<file path="config.mk">
export PLATFORM = sky130hd
export DESIGN_NAME = i2c_target
export DESIGN_NICKNAME = d
export VERILOG_FILES = /design/src/rtl/i2c_target.sv
export SDC_FILE = /design/constraint.sdc
export NUM_CORES = 1
export LEC_CHECK = 0
export BUFFER_PORTS_ARGS = -buffer_cell sky130_fd_sc_hd__buf_4
export CAP_MARGIN = 20
export CORE_ASPECT_RATIO = 1.25
export CORE_MARGIN = 4
export CORE_UTILIZATION = 56
export DETAILED_ROUTE_END_ITERATION = 8
export PLACE_DENSITY = 0.8
export SKIP_LAST_GASP = 1
export SLEW_MARGIN = 5
export SYNTH_ARGS = -nofsm -noshare
export SYNTH_HDL_FRONTEND = slang
export SYNTH_SLANG_ARGS = --single-unit
</file>
<file path="constraint.sdc">
create_clock -name clk -period 2.45 [get_ports clk]
set_input_delay 0.49 -clock clk [delete_from_list [all_inputs] [get_ports clk]]
set_output_delay 0.49 -clock clk [all_outputs]
set_load 0.01 [all_outputs]
</file>
<file path="src/rtl/i2c_target.sv">
// I2C target responder: synchronises SCL/SDA, detects START/STOP, matches a 7-bit address,
// ACKs, and delivers write bytes or serves read bytes from the local host.
module i2c_target #(
    parameter logic [6:0] TARGET_ADDR = 7'h50,
    parameter int         SYNC_STAGES = 2
) (
    input  logic       clk,
    input  logic       reset_n,
    input  logic       scl_in,
    input  logic       sda_in,
    output logic       sda_oe,
    output logic [7:0] rx_data,
    output logic       rx_valid,
    input  logic [7:0] tx_data,
    output logic       tx_req,
    output logic       busy,
    output logic       rw_dir
);

    typedef enum logic [2:0] {
        IDLE, ADDR, ADDR_ACK, WR_DATA, WR_ACK, RD_DATA, RD_ACK, WAIT_STOP
    } state_t;

    state_t state, state_n;

    // Synchronisers idle high so that releasing reset on an idle bus produces no edges.
    logic [SYNC_STAGES-1:0] scl_sync, sda_sync;
    logic                   scl_d, sda_d;

    always_ff @(posedge clk or negedge reset_n) begin
        if (!reset_n) begin
            scl_sync <= '1;
            sda_sync <= '1;
            scl_d    <= 1'b1;
            sda_d    <= 1'b1;
        end else begin
            scl_sync <= {scl_sync[SYNC_STAGES-2:0], scl_in};
            sda_sync <= {sda_sync[SYNC_STAGES-2:0], sda_in};
            scl_d    <= scl_sync[SYNC_STAGES-1];
            sda_d    <= sda_sync[SYNC_STAGES-1];
        end
    end

    logic scl, sda, scl_rise, scl_fall, start_ev, stop_ev;

    assign scl      = scl_sync[SYNC_STAGES-1];
    assign sda      = sda_sync[SYNC_STAGES-1];
    assign scl_rise = scl & ~scl_d;
    assign scl_fall = ~scl & scl_d;
    // SCL must be high on both sides of the SDA edge; a coincident SCL edge makes it data.
    assign start_ev = ~sda & sda_d & scl & scl_d;
    assign stop_ev  = sda & ~sda_d & scl & scl_d;

    logic [2:0] bit_cnt, bit_cnt_n;
    logic [7:0] shift, shift_n;
    logic [7:0] rx_data_n;
    logic       sda_oe_n, rx_valid_n, tx_req_n, busy_n, rw_dir_n;
    logic       reload, reload_n;

    always_ff @(posedge clk or negedge reset_n) begin
        if (!reset_n) begin
            state    <= IDLE;
            bit_cnt  <= 3'd0;
            shift    <= 8'h00;
            sda_oe   <= 1'b0;
            rx_data  <= 8'h00;
            rx_valid <= 1'b0;
            tx_req   <= 1'b0;
            busy     <= 1'b0;
            rw_dir   <= 1'b0;
            reload   <= 1'b0;
        end else begin
            state    <= state_n;
            bit_cnt  <= bit_cnt_n;
            shift    <= shift_n;
            sda_oe   <= sda_oe_n;
            rx_data  <= rx_data_n;
            rx_valid <= rx_valid_n;
            tx_req   <= tx_req_n;
            busy     <= busy_n;
            rw_dir   <= rw_dir_n;
            reload   <= reload_n;
        end
    end

    always_comb begin
        state_n    = state;
        bit_cnt_n  = bit_cnt;
        shift_n    = shift;
        sda_oe_n   = sda_oe;
        rx_data_n  = rx_data;
        rx_valid_n = 1'b0;
        tx_req_n   = 1'b0;
        busy_n     = busy;
        rw_dir_n   = rw_dir;
        reload_n   = reload;

        if (stop_ev) begin
            state_n  = IDLE;
            sda_oe_n = 1'b0;
            busy_n   = 1'b0;
            reload_n = 1'b0;
        end else if (start_ev) begin
            state_n   = ADDR;
            sda_oe_n  = 1'b0;
            bit_cnt_n = 3'd7;
            shift_n   = 8'h00;
            reload_n  = 1'b0;
        end else begin
            case (state)
                ADDR: begin
                    if (scl_rise) begin
                        shift_n = {shift[6:0], sda};
                        if (bit_cnt == 3'd0) begin
                            if (shift[6:0] == TARGET_ADDR) begin
                                rw_dir_n = sda;
                                busy_n   = 1'b1;
                                state_n  = ADDR_ACK;
                            end else begin
                                busy_n  = 1'b0;
                                state_n = WAIT_STOP;
                            end
                        end else begin
                            bit_cnt_n = bit_cnt - 3'd1;
                        end
                    end
                end
                // ACK slots: sda_oe is still low on entry, so it doubles as the phase flag.
                ADDR_ACK: begin
                    if (scl_fall) begin
                        if (!sda_oe) begin
                            sda_oe_n = 1'b1;
                        end else begin
                            bit_cnt_n = 3'd7;
                            if (rw_dir) begin
                                tx_req_n = 1'b1;
                                shift_n  = {tx_data[6:0], 1'b0};
                                sda_oe_n = ~tx_data[7];
                                state_n  = RD_DATA;
                            end else begin
                                sda_oe_n = 1'b0;
                                state_n  = WR_DATA;
                            end
                        end
                    end
                end
                WR_DATA: begin
                    if (scl_rise) begin
                        shift_n = {shift[6:0], sda};
                        if (bit_cnt == 3'd0) begin
                            rx_data_n  = {shift[6:0], sda};
                            rx_valid_n = 1'b1;
                            state_n    = WR_ACK;
                        end else begin
                            bit_cnt_n = bit_cnt - 3'd1;
                        end
                    end
                end
                WR_ACK: begin
                    if (scl_fall) begin
                        if (!sda_oe) begin
                            sda_oe_n = 1'b1;
                        end else begin
                            sda_oe_n  = 1'b0;
                            bit_cnt_n = 3'd7;
                            state_n   = WR_DATA;
                        end
                    end
                end
                // shift holds the bits still to be sent; the current bit is already on sda_oe.
                RD_DATA: begin
                    if (scl_fall) begin
                        if (reload) begin
                            reload_n  = 1'b0;
                            tx_req_n  = 1'b1;
                            shift_n   = {tx_data[6:0], 1'b0};
                            sda_oe_n  = ~tx_data[7];
                            bit_cnt_n = 3'd7;
                        end else if (bit_cnt == 3'd0) begin
                            sda_oe_n = 1'b0;
                            state_n  = RD_ACK;
                        end else begin
                            sda_oe_n  = ~shift[7];
                            shift_n   = {shift[6:0], 1'b0};
                            bit_cnt_n = bit_cnt - 3'd1;
                        end
                    end
                end
                RD_ACK: begin
                    if (scl_rise) begin
                        if (!sda) begin
                            reload_n = 1'b1;
                            state_n  = RD_DATA;
                        end else begin
                            state_n = WAIT_STOP;
                        end
                    end
                end
                default: ;
            endcase
        end
    end

endmodule
</file>
==> results by group, run 1 <==
Power and ir drop
  – Power Internal: 1.402 mW
  – Pleak: 0.9818 nW
  – Comb power frac: 46.2%
  – Pwr per Cell Area: 1133 mW/mm²
  – Switching share of power: 40.90%
  – Peak supply drop: 888.0 µV
  – Sequential power share: 40.3%
  – Net switching power: 0.9701 mW
  – Total power: 2.372 mW
  – Clock Power Share: 13.5%

Logic synthesis
  – Syn_area_per_cell: 10.60 µm²
  – Primary FF master, synth: dfrtp_1
  – Synth top area share: 38.20%
  – Mapped Cells: 173
  – FF+latch count, synth: 34
  – Ys Warns: 0
  – Sequential share of the synthesized area: 46.79%
  – Post-synth EDFFs: 0
  – Mapped Nets: 187
  – Synth top area cells: dfrtp_1 38%, dfstp_2 8.6%, mux2i_1 4.4%
  – Cell taking the most area after synthesis: dfrtp_1
  – Netlist cell types: 48
  – Post-synth ARST share: 100.0%
  – Mapped Area: 0.001834 mm²

Worst setup path
  – Worst setup EP type: register
  – WP data required: 2.67 ns
  – R2R cell count: 5
  – Worst setup SP type: register
  – CP arrival: 2.51 ns
  – Kind of critical path: reg2reg
  – Critical-path cell list: nor2b_1 -> a2111o_1 -> a31oi_2 -> a2111oi_4 -> mux2_1
  – CP peak stage delay: 0.61 ns
  – Slowest-stage cell, CP: dfrtp_1
  – Critical Path Fanout Max: 20

Clock network
  – Post-CTS sizing: 0
  – CTS root buf: clkbuf_4
  – CTS clk-pin slew, worst paths: 0.11 ns
  – Worst-Skew Late Latency: 0.33 ns
  – Hold_buf cts: 0
  – TritonCTS clock tree: yes
  – Cts bufs inserted: 5
  – CTS H-tree depth: 2
  – CTS max path bufs: 2
  – Post-CTS Setup Inserts: 0
  – Clock sinks: 34

STA
  – Setup violators final: 0
  – Skew final: 0.01159 ns
  – Crit share post-route: 93.45%
  – Worst slew pin tran: 0.6472 ns
  – Final hold slack: 0.08118 ns
  – Max Clk Rate: 436.8 MHz
  – Setup TNS: 0 ns
  – Final Max Tran Viols: 0
  – Slew Limit Headroom: 56.57%
  – Setup ws final: 0.1605 ns
  – Final Hold Vio Count: 0
  – Minimum clock period: 2.290 ns
  – RSZ-0062 raised after global routing: false

Place
  – Routability congestion estimate: 0.8973
  – Placed instance area: 0.002033 mm²
  – I/O Buffers: 24
  – Final HPWL DP: 2956 µm
  – Placed Cells: 226
  – Placement Setup Slack: 0.2222 ns

Detailed routing
  – Initial DRC Count: 103
  – Pre-Repair DR Iteration Count: 4
  – WL final: 4009 µm
  – Met3 Wirelength: 218 µm
  – Metal1 wirelength: 1620 µm
  – Via density: 6.423
  – Final ANT Viol Nets: 0
  – DRC Markers: 0
  – Vias: 1503
  – Met2 WL post-DR: 2068 µm
  – Wire length per cell: 17.13 µm
  – Uppermost layer routed: met4

Final layout
  – Most frequent cells in the layout: 28 x dfrtp_1, 26 x buf_4, 9 x inv_1, 9 x o21ai_0, 9 x o2bb2ai_1
  – Final nets: 211
  – Fin util: 69.13%
  – Non-filler cells, final: 234
  – Layout Area Growth over Synthesis: 14.12%
  – Commonest non-fill, non-tap cell in the layout: dfrtp_1
  – Fill count: 243
  – Share of cells above drive strength 1: 25.76%
  – Ant. Diodes: 0
  – Final instance area: 0.002093 mm²

Hold path
  – Worst min path class: in2async

Global routing
  – First-pass GRT wire length: 7044 µm
  – Largest net degree at the start of global routing: 35
  – Vias in the first global route: 1503
  – Initial antenna violation count: 0
  – Tot GR Track Use: 21.36%
  – Residual overflow from global routing: 0

Floorplan
  – Initial Util: 60.58%
  – Site Rows: 22
  – IO Count: 25
  – Die area: 0.004261 mm²
  – Core footprint: 0.003028 mm²
  – Height of the die: 71.99 µm
  – Die Wd: 59.19 µm

Flow run
  – Max_cap viols: 0

Status
  – Status: complete, no violations
## kinds of logic (layout without fill, tap and decap cells)
group                      Yosys count  in the layout  share of synthesized area [%]
AOI/OAI and AO/OA                   51             51                          21.35
xor gates and xnor gates             2              2                         0.9552
adders and majority gates            2              2                          1.364
buffers and inverters               18             43                          4.093
DFF                                 34             34                          46.79
muxes                               19             19                          11.12
and+or+nand+nor                     47             47                          14.33
## synthesized netlist by cell type (all sizes together) (6+ instances only)
library cell / n
mux2i: 8
buf: 6
nand3: 6
dfrtp: 28
nand2: 8
mux2: 11
a21oi: 6
inv: 9
o2bb2ai: 9
dfstp: 6
nor2: 6
o21ai: 13
## state kept, by name (all words and copies together) (netlist names), 2 cells and up
register	flops
sda_sync	2
state	3
bit_cnt	3
shift	8
scl_sync	2
rx_data	8
## worst paths after layout
check / from / end / slack (ns)
worst max-delay path: state[2] / state[2] / 0.16
worst max register to register: state[2] / state[2] / 0.16
worst min-delay path: reset_n / state[0] / 0.08
min in group clk: sda_in / sda_sync[0] / 0.26
max in group asynchronous: reset_n / scl_sync[1] / 2.03
worst min register to register: sda_sync[0] / sda_sync[1] / 0.36
## power groups by stage
stage               clock network (mW)  logic [mW]  registers [mW]
CTS                              0.332        1.10           0.950
floorplan                            0       0.890           0.864
detailed placement                   0        1.09           0.961
global placement                     0        1.04           0.940
finish                           0.321        1.09           0.956
global route                     0.358        1.22           0.988
## worst max-delay path: cells and delay by family (launching register included)
| family | cells | cell delay (ns) |
|---|---|---|
| AO/OA/AOI/OAI | 3 | 0.69 |
| flip-flops | 1 | 0.61 |
| multiplexers | 1 | 0.38 |
| AND/OR/NAND/NOR | 1 | 0.50 |
## final cells by class
class                   count  area (µm²)  area share, %
flip-flops and latches     34       858.3          41.00
inverters                   9       33.78          1.614
well taps                  36       45.04          2.152
clock buffers               7       55.05          2.630
repair buffers             26       195.2          9.325
clock inverters             1       5.005         0.2391
multi-input cells         121       900.9          43.04
## per-layer routing
layer / vias to the layer above / GRT usage [%]
li1: 694 / -
met3: 11 / 3.915
met4: 0 / 10.58
met2: 59 / 33.78
met5: - / 0
met1: 739 / 27.70
Power figures use the tool's default switching activity.
==> run 2: changes to the inputs <==
ABC_AREA = 1   (was unset)
CELL_PAD_IN_SITES_DETAIL_PLACEMENT = 1   (was unset)
CELL_PAD_IN_SITES_GLOBAL_PLACEMENT = 2   (was unset)
CORE_UTILIZATION = 36   (was 56)
PLACE_DENSITY = 0.86   (was 0.8)
clock period = 2.9 ns   (was 2.45 ns; I/O delays follow)
==> results by group, run 2 <==
Status
  – Status: complete, no violations

Worst setup path
  – WP data required: 3.08 ns
  – Kind of critical path: reg2reg
  – CP arrival: 2.06 ns
  – Worst setup SP type: register
  – Critical-path cell list: nand4_2 -> nand3_2 -> inv_2 -> nor2_4 -> nand2_4 -> nand2_1 -> o21ai_2
  – Reg2Reg Setup Slack: 1.02 ns
  – Worst setup EP type: register
  – Slowest-stage cell, CP: dfstp_2
  – CP peak stage delay: 0.59 ns
  – Critical Path Fanout Max: 17

STA
  – Final Max Tran Viols: 0
  – Final hold slack: 0.2286 ns
  – Minimum clock period: 1.882 ns
  – Max Clk Rate: 531.3 MHz
  – RSZ-0062 raised after global routing: false
  – Slew Limit Headroom: 66.39%
  – Setup violators final: 0
  – Worst slew pin tran: 0.5030 ns
  – Skew final: 0.004301 ns
  – Final Hold Vio Count: 0
  – Setup TNS: 0 ns
  – Crit share post-route: 64.90%

Place
  – I/O Buffers: 24
  – Routability congestion estimate: 0.8488
  – Final HPWL DP: 4081 µm

Floorplan
  – IO Count: 25
  – Height of the die: 92.02 µm
  – Die area: 0.006921 mm²
  – Site Rows: 30
  – Core footprint: 0.005443 mm²
  – Initial Util: 37.36%
  – Die Wd: 75.22 µm

Detailed routing
  – Via density: 4.952
  – DRC Markers: 0
  – Pre-Repair DR Iteration Count: 6
  – Initial DRC Count: 78
  – Wire length per cell: 15.05 µm
  – Vias: 1763
  – WL final: 5359 µm
  – Final ANT Viol Nets: 0

Logic synthesis
  – Post-synth EDFFs: 0
  – Mapped Cells: 264
  – Post-synth ARST share: 100.0%
  – Synth top cells by count: 84 x nand2_1, 28 x dfrtp_1, 28 x inv_1
  – Synth top area share: 34.46%
  – Cell taking the most area after synthesis: dfrtp_1
  – Mapped Area: 0.002033 mm²
  – Primary FF master, synth: dfrtp_1
  – Syn_area_per_cell: 7.702 µm²
  – Count leader, synth: nand2_1
  – Synth top area cells: dfrtp_1 34%, nand2_1 16%, dfstp_2 7.8%
  – Mapped Nets: 278
  – Ys Warns: 0
  – FF+latch count, synth: 34
  – Sequential share of the synthesized area: 42.22%
  – Netlist cell types: 31

Final layout
  – Layout Area Growth over Synthesis: 16.31%
  – Top Registers: rx_data: 8 flops, shift: 8 flops
  – Fill count: 692
  – Commonest non-fill, non-tap cell in the layout: nand2_1
  – Ant. Diodes: 0
  – Most frequent cells in the layout: 84 x nand2_1, 28 x inv_1, 28 x dfrtp_1
  – Share of cells above drive strength 1: 28.42%
  – Final nets: 305

Clock network
  – Post-CTS sizing: 0
  – CTS max path bufs: 2
  – Cts bufs inserted: 5
  – CTS root buf: clkbuf_8
  – Post-CTS Setup Inserts: 0
  – Worst-Skew Late Latency: 0.29 ns
  – CTS H-tree depth: 2
  – Clock sinks: 34
  – CTS clk-pin slew, worst paths: 0.08 ns
  – Hold_buf cts: 0
  – TritonCTS clock tree: yes

Power and ir drop
  – Pleak: 1.252 nW
  – Pwr per Cell Area: 1128 mW/mm²
  – Peak supply drop: 376.9 µV
  – Total power: 2.666 mW

Global routing
  – Vias in the first global route: 1889
  – First-pass GRT wire length: 9390 µm
  – Largest net degree at the start of global routing: 35
  – Initial antenna violation count: 0
  – Tot GR Track Use: 17.79%
  – Residual overflow from global routing: 0

Flow run
  – Max_cap viols: 0

Hold path
  – Worst min path class: in2async
-- run 2: changes by cell type after synthesis, sizes merged, moves of 5 or more --
cell     change
nand3       +15
nand2       +82
nor2        +17
nor2b        -5
o21ai       +19
mux2i        -8
mux2        -11
inv         +31
o2bb2ai      -9
-- run 2: worst paths after layout --
check                                   end   startpoint  depth (start not counted)
worst max-delay path               shift[4]        scl_d                          7
worst min-delay path             rx_data[1]      reset_n                          1
worst max register to register     shift[4]        scl_d                          7
worst min register to register  sda_sync[1]  sda_sync[0]                          0
max in group asynchronous       scl_sync[1]      reset_n                          1
min in group clk                sda_sync[1]  sda_sync[0]                          0
-- run 2: power by group --
| part | internal [mW] | switching [mW] |
|---|---|---|
| combinational | 0.498 | 0.938 |
| clock | 0.256 | 0.192 |
| sequential | 0.632 | 0.151 |
-- run 2: cell type report --
type,count,area (µm²),area share [%]
clock buffer,5,68.82,2.910
timing repair buffer,24,180.2,7.619
tap,64,80.08,3.386
sequential,34,858.3,36.30
multi-input combinational,186,979.7,41.43
inverter,40,152.6,6.455
clock inverter,3,45.04,1.905
-- run 2: stage by stage --
| step | worst slack [ns] | util [%] | cells | instance area [µm²] |
|---|---|---|---|---|
| 6_report | 1.018 | 43.45 | 356 | 2365 |
| 3_3_place_gp | 1.088 | 41.36 | 348 | 2251 |
| 5_1_grt | 0.8556 | 43.45 | 356 | 2365 |
| 3_5_place_dp | 1.013 | 41.36 | 348 | 2251 |
| 4_1_cts | 0.9998 | 43.45 | 356 | 2365 |
| 2_1_floorplan | 1.402 | - | 264 | 2033 |
-- run 2: worst max-delay path: cells and delay by family, from the launching register on --
kind	cells	cell delay [ns]
compound gates	1	0.05
buf+inv	1	0.06
flops	1	0.59
simple gates	5	1.07
-- run 2: cell families (layout without fill, tap and decap cells) --
family | count (synthesis) | count (layout) | share of synthesized area [%]
AO/OA/AOI/OAI | 45 | 45 | 15.38
adder cells (fa/ha/maj) | 2 | 2 | 1.231
buffers and inverters | 44 | 72 | 9.600
flip-flops | 34 | 34 | 42.22
AND/OR/NAND/NOR | 139 | 139 | 31.57
-- run 2: layer usage --
layer	vias up	GRT usage (%)	share of wire (%)
li1	892	-	-
met1	842	22.37	44
met2	25	31.10	53
met3	4	2.412	2.5
met4	0	4.810	0.86
met5	-	0	0
